--- src/rtl/game_sequencer.sv ---
// Round controller for the rhythm game: difficulty select, countdown, play and
// result phases, with its own beat timebase matched to main_game's scroll rate.
module game_sequencer #(
  parameter logic [22:0] DIFF_EASY   = 23'd6_000_000,
  parameter logic [22:0] DIFF_MED    = 23'd4_000_000,
  parameter logic [22:0] DIFF_HARD   = 23'd2_000_000,
  parameter int          COUNT_BEATS = 3,
  parameter int          SONG_BEATS  = 40,
  parameter logic [7:0]  MISS_LIMIT  = 8'd10
) (
  input  logic        clk,
  input  logic        rst,
  input  logic        start_btn,
  input  logic        sel_btn,
  input  logic [7:0]  num_misses,
  input  logic [7:0]  num_hits,
  output logic [2:0]  mode,
  output logic [22:0] diff,
  output logic [1:0]  level,
  output logic        song_load,
  output logic [5:0]  beat_cnt,
  output logic        game_over,
  output logic        won,
  output logic [7:0]  final_hits
);

  typedef enum logic [2:0] {
    S_IDLE      = 3'd0,
    S_SELECT    = 3'd1,
    S_COUNTDOWN = 3'd2,
    S_PLAY      = 3'd3,
    S_WIN       = 3'd4,
    S_LOSE      = 3'd5
  } state_t;

  localparam logic [5:0] COUNT_LAST = 6'(COUNT_BEATS - 1);
  localparam logic [5:0] SONG_LAST  = 6'(SONG_BEATS - 1);

  state_t      state_r;
  state_t      next_state_s;
  logic [2:0]  start_sh_r;
  logic [2:0]  sel_sh_r;
  logic        start_p_r;
  logic        sel_p_r;
  logic [22:0] tick_cnt_r;
  logic [5:0]  beat_cnt_r;
  logic [22:0] diff_r;
  logic [1:0]  level_r;
  logic [2:0]  mode_r;
  logic        song_load_r;
  logic        game_over_r;
  logic        won_r;
  logic [7:0]  final_hits_r;
  logic        counting_s;
  logic        beat_tick_s;
  logic        state_chg_s;

  // Two-flop synchronizers, a previous-value flop, and registered rising-edge pulses
  always_ff @(posedge clk or posedge rst) begin
    if (rst) begin
      start_sh_r <= 3'b000;
      sel_sh_r   <= 3'b000;
      start_p_r  <= 1'b0;
      sel_p_r    <= 1'b0;
    end else begin
      start_sh_r <= {start_sh_r[1:0], start_btn};
      sel_sh_r   <= {sel_sh_r[1:0], sel_btn};
      start_p_r  <= start_sh_r[1] & ~start_sh_r[2];
      sel_p_r    <= sel_sh_r[1] & ~sel_sh_r[2];
    end
  end

  assign counting_s  = (state_r == S_COUNTDOWN) || (state_r == S_PLAY);
  assign beat_tick_s = counting_s && (tick_cnt_r == (diff_r - 23'd1));
  assign state_chg_s = (next_state_s != state_r);

  // Next-state logic; the miss check in PLAY outranks the final beat
  always_comb begin
    next_state_s = state_r;
    case (state_r)
      S_IDLE: begin
        if (start_p_r) next_state_s = S_SELECT;
        else           next_state_s = state_r;
      end
      S_SELECT: begin
        if (start_p_r) next_state_s = S_COUNTDOWN;
        else           next_state_s = state_r;
      end
      S_COUNTDOWN: begin
        if (beat_tick_s && (beat_cnt_r == COUNT_LAST)) next_state_s = S_PLAY;
        else                                           next_state_s = state_r;
      end
      S_PLAY: begin
        if (num_misses >= MISS_LIMIT)                      next_state_s = S_LOSE;
        else if (beat_tick_s && (beat_cnt_r == SONG_LAST)) next_state_s = S_WIN;
        else                                               next_state_s = state_r;
      end
      S_WIN, S_LOSE: begin
        if (start_p_r) next_state_s = S_IDLE;
        else           next_state_s = state_r;
      end
      default: next_state_s = S_IDLE;
    endcase
  end

  // State register
  always_ff @(posedge clk or posedge rst) begin
    if (rst) state_r <= S_IDLE;
    else     state_r <= next_state_s;
  end

  // Beat timebase; both counters restart on every phase change
  always_ff @(posedge clk or posedge rst) begin
    if (rst) begin
      tick_cnt_r <= 23'd0;
      beat_cnt_r <= 6'd0;
    end else if (state_chg_s || !counting_s) begin
      tick_cnt_r <= 23'd0;
      beat_cnt_r <= 6'd0;
    end else if (beat_tick_s) begin
      tick_cnt_r <= 23'd0;
      if (beat_cnt_r != 6'd63) beat_cnt_r <= beat_cnt_r + 6'd1;
    end else begin
      tick_cnt_r <= tick_cnt_r + 23'd1;
    end
  end

  // Difficulty: level moves only in SELECT (start wins a tie), diff trails it by one clk
  always_ff @(posedge clk or posedge rst) begin
    if (rst) begin
      level_r <= 2'd0;
      diff_r  <= DIFF_EASY;
    end else begin
      if ((state_r == S_SELECT) && sel_p_r && !start_p_r)
        level_r <= (level_r == 2'd2) ? 2'd0 : level_r + 2'd1;
      case (level_r)
        2'd0:    diff_r <= DIFF_EASY;
        2'd1:    diff_r <= DIFF_MED;
        2'd2:    diff_r <= DIFF_HARD;
        default: diff_r <= DIFF_EASY;
      endcase
    end
  end

  // Registered phase outputs, song ROM load strobe and final hit latch
  always_ff @(posedge clk or posedge rst) begin
    if (rst) begin
      mode_r       <= 3'd0;
      song_load_r  <= 1'b0;
      game_over_r  <= 1'b0;
      won_r        <= 1'b0;
      final_hits_r <= 8'd0;
    end else begin
      mode_r      <= next_state_s;
      song_load_r <= (state_r == S_SELECT) && start_p_r;
      game_over_r <= (next_state_s == S_WIN) || (next_state_s == S_LOSE);
      won_r       <= (next_state_s == S_WIN);
      if ((state_r == S_PLAY) && (next_state_s != S_PLAY)) final_hits_r <= num_hits;
    end
  end

  assign mode       = mode_r;
  assign diff       = diff_r;
  assign level      = level_r;
  assign song_load  = song_load_r;
  assign beat_cnt   = beat_cnt_r;
  assign game_over  = game_over_r;
  assign won        = won_r;
  assign final_hits = final_hits_r;

endmodule

--- config.mk ---
export PLATFORM = sky130hd
export DESIGN_NAME = game_sequencer
export DESIGN_NICKNAME = d
export VERILOG_FILES = /design/src/rtl/game_sequencer.sv
export SDC_FILE = /design/constraint.sdc
export NUM_CORES = 1
export LEC_CHECK = 0
export BUFFER_PORTS_ARGS = -buffer_cell sky130_fd_sc_hd__buf_4
export CAP_MARGIN = 20
export CORE_MARGIN = 2
export CORE_UTILIZATION = 49
export DETAILED_ROUTE_END_ITERATION = 10
export PLACE_DENSITY = 0.78
export SETUP_SLACK_MARGIN = 0.02
export SLEW_MARGIN = 25
export SYNTH_ARGS = -nofsm -noshare
export SYNTH_HDL_FRONTEND = slang
export SYNTH_SLANG_ARGS = --single-unit
--- constraint.sdc ---
create_clock -name clk -period 2.33 [get_ports clk]
set_input_delay 0.3495 -clock clk [delete_from_list [all_inputs] [get_ports clk]]
set_output_delay 0.3495 -clock clk [all_outputs]
set_load 0.05 [all_outputs]
**Word level (Yosys, flattened, before mapping)**

Index checks and enable logic that the tools add are counted.
Widths: inputs -> output; s select.

- Register bits after elaboration: 76
- Word-level logic and storage cells: 68

- Add/sub/neg operators: 4
- $lt $le $gt $ge: 1
- Eq/ne operators: 15
- Muxes and demuxes: 14
- Bitwise logic cells: 4
- Reductions and logical operators: 17

Operator list:

| operator | count |
|---|---|
| $mux 23 | 2 |
| $pmux 23 s2 | 1 |
| $add 23x1->23 const B | 1 |
| $eq 23x23->1 | 1 |
| $sub 23x1->23 const B | 1 |
| $mux 3 | 6 |
| $mux 6 | 3 |
| $pmux 3 s5 | 1 |
| $eq 3x3->1 const B | 4 |
| $ge 8x4->1 const B | 1 |
| $logic_and 1x1->1 | 7 |
| $add 6x1->6 const B | 1 |
| $eq 3x2->1 const B | 2 |
| $eq 6x2->1 const B | 1 |
| $eq 6x6->1 const B | 1 |
| $ne 6x6->1 const B | 1 |
| $reduce_bool 2->1 | 2 |
| $eq 3x1->1 const B | 1 |
| $logic_not 3->1 | 1 |
| $logic_or 1x1->1 | 3 |
| $ne 3x2->1 const B | 1 |
| $ne 3x3->1 | 1 |
| $add 2x1->2 const B | 1 |
| $and 1x1->1 | 2 |
| other kinds (7) | 9 |

**Longest topological paths before layout**

- Depth in word-level cells: 11
- Gate-level depth with buffers: 10
- Depth with buffers taken out: 8

**Worst setup path after synthesis**

No wires, ideal clock.

- Kind: register -> register
- Start point: register diff_r[17] (netlist: diff[17])
- End point: register final_hits_r[0] (netlist: final_hits[0])
- Arrival: 2.460 ns
- Required time: 2.205 ns
- Setup slack: -0.255 ns
- Stages on the path, launching flop included: 9
- Buffers on the path: 0
- Period minus slack after synthesis: 2.585 ns
- Cells stage by stage: dfstp_2 > inv_1 > ha_1 > or4b_1 > o22ai_1 > a31o_2 > and3_4 > a41oi_4 > mux2_2

- Longest elaborated chain between the ends: 9

Ends and longest elaborated chain:

| item | line | source |
|---|---|---|
| start, declared | 47 | `logic [22:0] diff_r;` |
| start signal, assigned | 132 | `diff_r <= DIFF_EASY;` |
| start signal, assigned | 137 | `2'd0: diff_r <= DIFF_EASY;` |
| start signal, assigned | 138 | `2'd1: diff_r <= DIFF_MED;` |
| $sub 23x1->23 (*) | 74 | `assign beat_tick_s = counting_s && (tick_cnt_r == (diff_r - 23'd1));` |
| $eq 23x23->1 (*) | 74 |  |
| $logic_and 1x1->1 (*) | 74 |  |
| $logic_and 1x1->1 | 95 | `else if (beat_tick_s && (beat_cnt_r == SONG_LAST)) next_state_s = S_WIN;` |
| $mux 3 | 95 |  |
| $mux 3 | 94 | `if (num_misses >= MISS_LIMIT) next_state_s = S_LOSE;` |
| $pmux 3 s5 (*) | 80 | `case (state_r)` |
| $ne 3x2->1 (*) | 158 | `if ((state_r == S_PLAY) && (next_state_s != S_PLAY)) final_hits_r <= num_hits;` |
| $logic_and 1x1->1 (*) | 158 |  |
| end signal, assigned | 158 |  |
| end, declared | 53 | `logic [7:0] final_hits_r;` |

Every way passes the cells marked *; elsewhere a longest branch is shown, timed or not.
A chain may end at the register's enable or synchronous reset.

**Worst setup path in the final report**

- Start point: register diff_r[16] (netlist: diff[16])
- End point: register beat_cnt_r[5] (netlist: beat_cnt[5])

- Longest elaborated chain between the ends: 11

Ends and longest elaborated chain:

| item | line | source |
|---|---|---|
| $sub 23x1->23 (*) | 74 |  |
| $eq 23x23->1 (*) | 74 |  |
| $logic_and 1x1->1 (*) | 74 |  |
| $logic_and 1x1->1 | 95 |  |
| $mux 3 | 95 |  |
| $mux 3 | 94 |  |
| $pmux 3 s5 | 80 |  |
| $ne 3x3->1 | 75 | `assign state_chg_s = (next_state_s != state_r);` |
| $logic_or 1x1->1 | 117 | `end else if (state_chg_s \|\| !counting_s) begin` |
| $reduce_bool 2->1 (no source line) | - |  |
| $reduce_and 2->1 (no source line) | - |  |
| end signal, assigned | 122 | `if (beat_cnt_r != 6'd63) beat_cnt_r <= beat_cnt_r + 6'd1;` |
| end, declared | 46 | `logic [5:0] beat_cnt_r;` |

Marked as above.

==> flow_metrics.tcl <==
set metrics [dict create \
    synth_area_mm2 0.00295 \
    crit_path_start_kind "register" \
    finClkSkew_ps 4.62 \
    gp_congestion 0.797 \
    min_period_over_period_pct 105 \
    syn2layout_area_growth_pct 28.5 \
    wl_per_cell_um 14.5 \
    rsz0062_at_grt "yes" \
    worst_pin_slew_ps 596 \
    worst_slack_ps -112 \
    cts_made_buffers 9 \
    start_util_pct 50.4 \
    fin_util_pct 64.7 \
    fmax_ghz 0.410 \
    worstSetupPathType "register to register" \
    slew_headroom_pct 60.2 \
    drt_wl_total_um 6280 \
    fp.dieH_um 81.6 \
    root_buffer "clkbuf_8" \
    die_area_mm2 0.00665 \
    ant_nets 0 \
    slowest_stage "dfstp_4" \
    hp-class "input port to asynchronous set/reset pin" \
    ys.flop_type "dfrtp_1" \
    hold_slack_ps 82.9 \
    synth_top_area_share_pct 46.7 \
    drt_iter0_drc 97 \
    dpl.hpwl_um 4470 \
    r2r_slack_ps -110 \
    rows 28 \
    coreArea_mm2 0.00585 \
    antenna_found_initial 0 \
    synth-seq-area-share_pct 49.4 \
    viasPerCell 5.25 \
    crit_path_max_fanout 9 \
    netlist_instances 283 \
    ys_ff_latch 58 \
    end_kind "register" \
    synthTopCellsByArea "dfrtp_1 47%, xor2_1 5.3%, ha_1 4.7%" \
    finalCriticalPeriod_ps 2440 \
    final_cell_area_mm2 0.00379 \
    synth_edf_count 0 \
    clk-insertion-delay-late_ps 340 \
    cp_cell_sequence "ha_1 -> or4b_4 -> a21oi_4 -> nand3_2 -> or4_1 -> a21oi_1" \
    yosysUniqueCellTypes 47 \
    status "finished, violations left" \
    worstReg2RegStart "diff[16]$_DFF_PP1_" \
    hold_viol 0 \
    power_density_mw_per_mm2 1050 \
    slew_violations 0 \
    n_fill_cell 432 \
    drive_above_1_share_pct 34.6 \
    nets 385 \
    finalSetupViolations 16 \
    first_global_vias 2283 \
    num_io_pins 65 \
    cts_tree "done" \
    post-synth-top-count-cell "dfrtp_1" \
    numPortBuffers 50 \
    grt_usage_pct 20.9 \
    multi_input_area_mm2 0.00146 \
    reg2reg_depth 6 \
    grt_max_degree 32 \
    r2r-end "beat_cnt[5]$_DFFE_PP0P_" \
    grt_pass1_wl_um 10400 \
    yosys_warnings 0 \
    route.detailed.drc 0 \
    post-place-ws_ps -143 \
    clk_pin_slew_ps 60 \
    h-tree-depth 3 \
    via_count 2274 \
    p_leak_nw 1.68 \
    synthArstFlopShare_pct 100 \
    synth_area_leader_cell "dfrtp_1" \
    avgSynthCellArea_um2 10.4 \
    critPathRequiredTime_ps 2600 \
    vdd_drop_max_mv 0.780 \
    synth_commonest_cells "55 x dfrtp_1, 35 x nor2_1, 18 x buf_4, 18 x nand2_1, 18 x xor2_1" \
    critPathMaxStageDelay_ps 640 \
    seqCellArea_mm2 0.00146 \
    overflow 0 \
    cts.sinks 58 \
    antenna_cells 0 \
    cap_violations 0 \
    die_w_um 81.6 \
    clockBufferDepth 2 \
    drt_pre_antenna_iters 4 \
    critPathArrivalTime_ps 2710 \
    place_area_mm2 0.00349 \
    violations "setup timing" \
]
state kept, by name, summed over array words and instances, names as in the netlist:
signal      cells
diff            5
won             1
sel_p_r         1
song_load       1
game_over       1
tick_cnt_r     23
final_hits      8
beat_cnt        6
start_p_r       1
level           2
start_sh_r      3
sel_sh_r        3
mode            3
cell usage in the layout, fill, tap and decap left out, drive strengths merged, types with 4 or more instances in the layout:
| cell | instances |
|---|---|
| a21oi | 9 |
| and3 | 5 |
| buf | 69 |
| clkbuf | 12 |
| conb | 13 |
| dfrtp | 55 |
| ha | 11 |
| inv | 12 |
| mux2 | 11 |
| nand2 | 19 |
| nand3 | 14 |
| nand4 | 6 |
| nor2 | 35 |
| nor3 | 8 |
| o21ai | 5 |
| or3 | 4 |
| xnor2 | 9 |
| xor2 | 18 |
per-layer routing:
layer | global-route usage (%) | vias to the layer above | share of wire, %
li1 | - | 1085 | -
met1 | 23.8 | 1107 | 41
met2 | 36.6 | 67 | 52
met3 | 5.93 | 15 | 5.4
met4 | 8.98 | 0 | 2.1
met5 | 0 | - | 0
critical path: cells and delay by family, from the launching register on:
kind	cells	cell delay (ps)
AO/OA/AOI/OAI	2	360
adder cells (fa/ha/maj)	1	160
AND/OR/NAND/NOR	3	1210
flip-flops	1	640
kinds of logic after synthesis:
family,count (synthesis),synth area share [%]
buffers and inverters,33,6.62
AND/OR/NAND/NOR,113,19.9
other,2,0.255
flip-flops,58,49.4
AO/OA/AOI/OAI,28,7.00
XOR/XNOR,27,8.02
multiplexers,11,4.20
adder cells (fa/ha/maj),11,4.67
layout make-up:
| cell class | count | share of cell area (%) |
|---|---|---|
| clock buffers | 12 | 4.10 |
| multi-input cells | 204 | 38.5 |
| clock inverters | 3 | 0.396 |
| flip-flops and latches | 58 | 38.6 |
| well taps | 75 | 2.48 |
| repair buffers | 69 | 14.6 |
| inverters | 12 | 1.32 |
power by group:
group | switching (W) | leakage (nW) | total [W] | internal (W)
registers | 0.000170 | 0.756 | 0.00138 | 0.00121
clock network | 0.000375 | 0.0920 | 0.000807 | 0.000432
logic | 0.00116 | 0.837 | 0.00178 | 0.000616
total | 0.00171 | 1.68 | 0.00396 | 0.00226
repair_timing:
item,4_1_cts,5_1_grt
pin swaps,8,7
setup buffers,3,0
cloned,1,0
resized for setup,11,12
hold buffers,0,0
endpoints found under the setup margin,18,40
how the worst max path moves through the flow:
stage | from | slack, ps | depth (start not counted) | end
2_1_floorplan | diff[17]$_DFF_PP1_ | -110 | 8 | final_hits[0]$_DFFE_PP0P_
3_3_place_gp | diff[17]$_DFF_PP1_ | -110 | 8 | final_hits[0]$_DFFE_PP0P_
3_5_place_dp | diff[17]$_DFF_PP1_ | -140 | 8 | beat_cnt[5]$_DFFE_PP0P_
4_1_cts | diff[16]$_DFF_PP1_ | -120 | 8 | beat_cnt[5]$_DFFE_PP0P_
5_1_grt | diff[17]$_DFF_PP1_ | -200 | 10 | beat_cnt[2]$_DFFE_PP0P_
6_report | diff[16]$_DFF_PP1_ | -110 | 6 | beat_cnt[5]$_DFFE_PP0P_
metrics by stage:
stage / power, W / setup TNS [ps] / std cells
floorplan: 0.00260 / -781 / 294
global placement: 0.00303 / -1350 / 415
detailed placement: 0.00308 / -1660 / 415
CTS: 0.00396 / -1260 / 434
global route: 0.00415 / -2410 / 433
finish: 0.00396 / -1000 / 433
(Power assumes the default switching activity.)
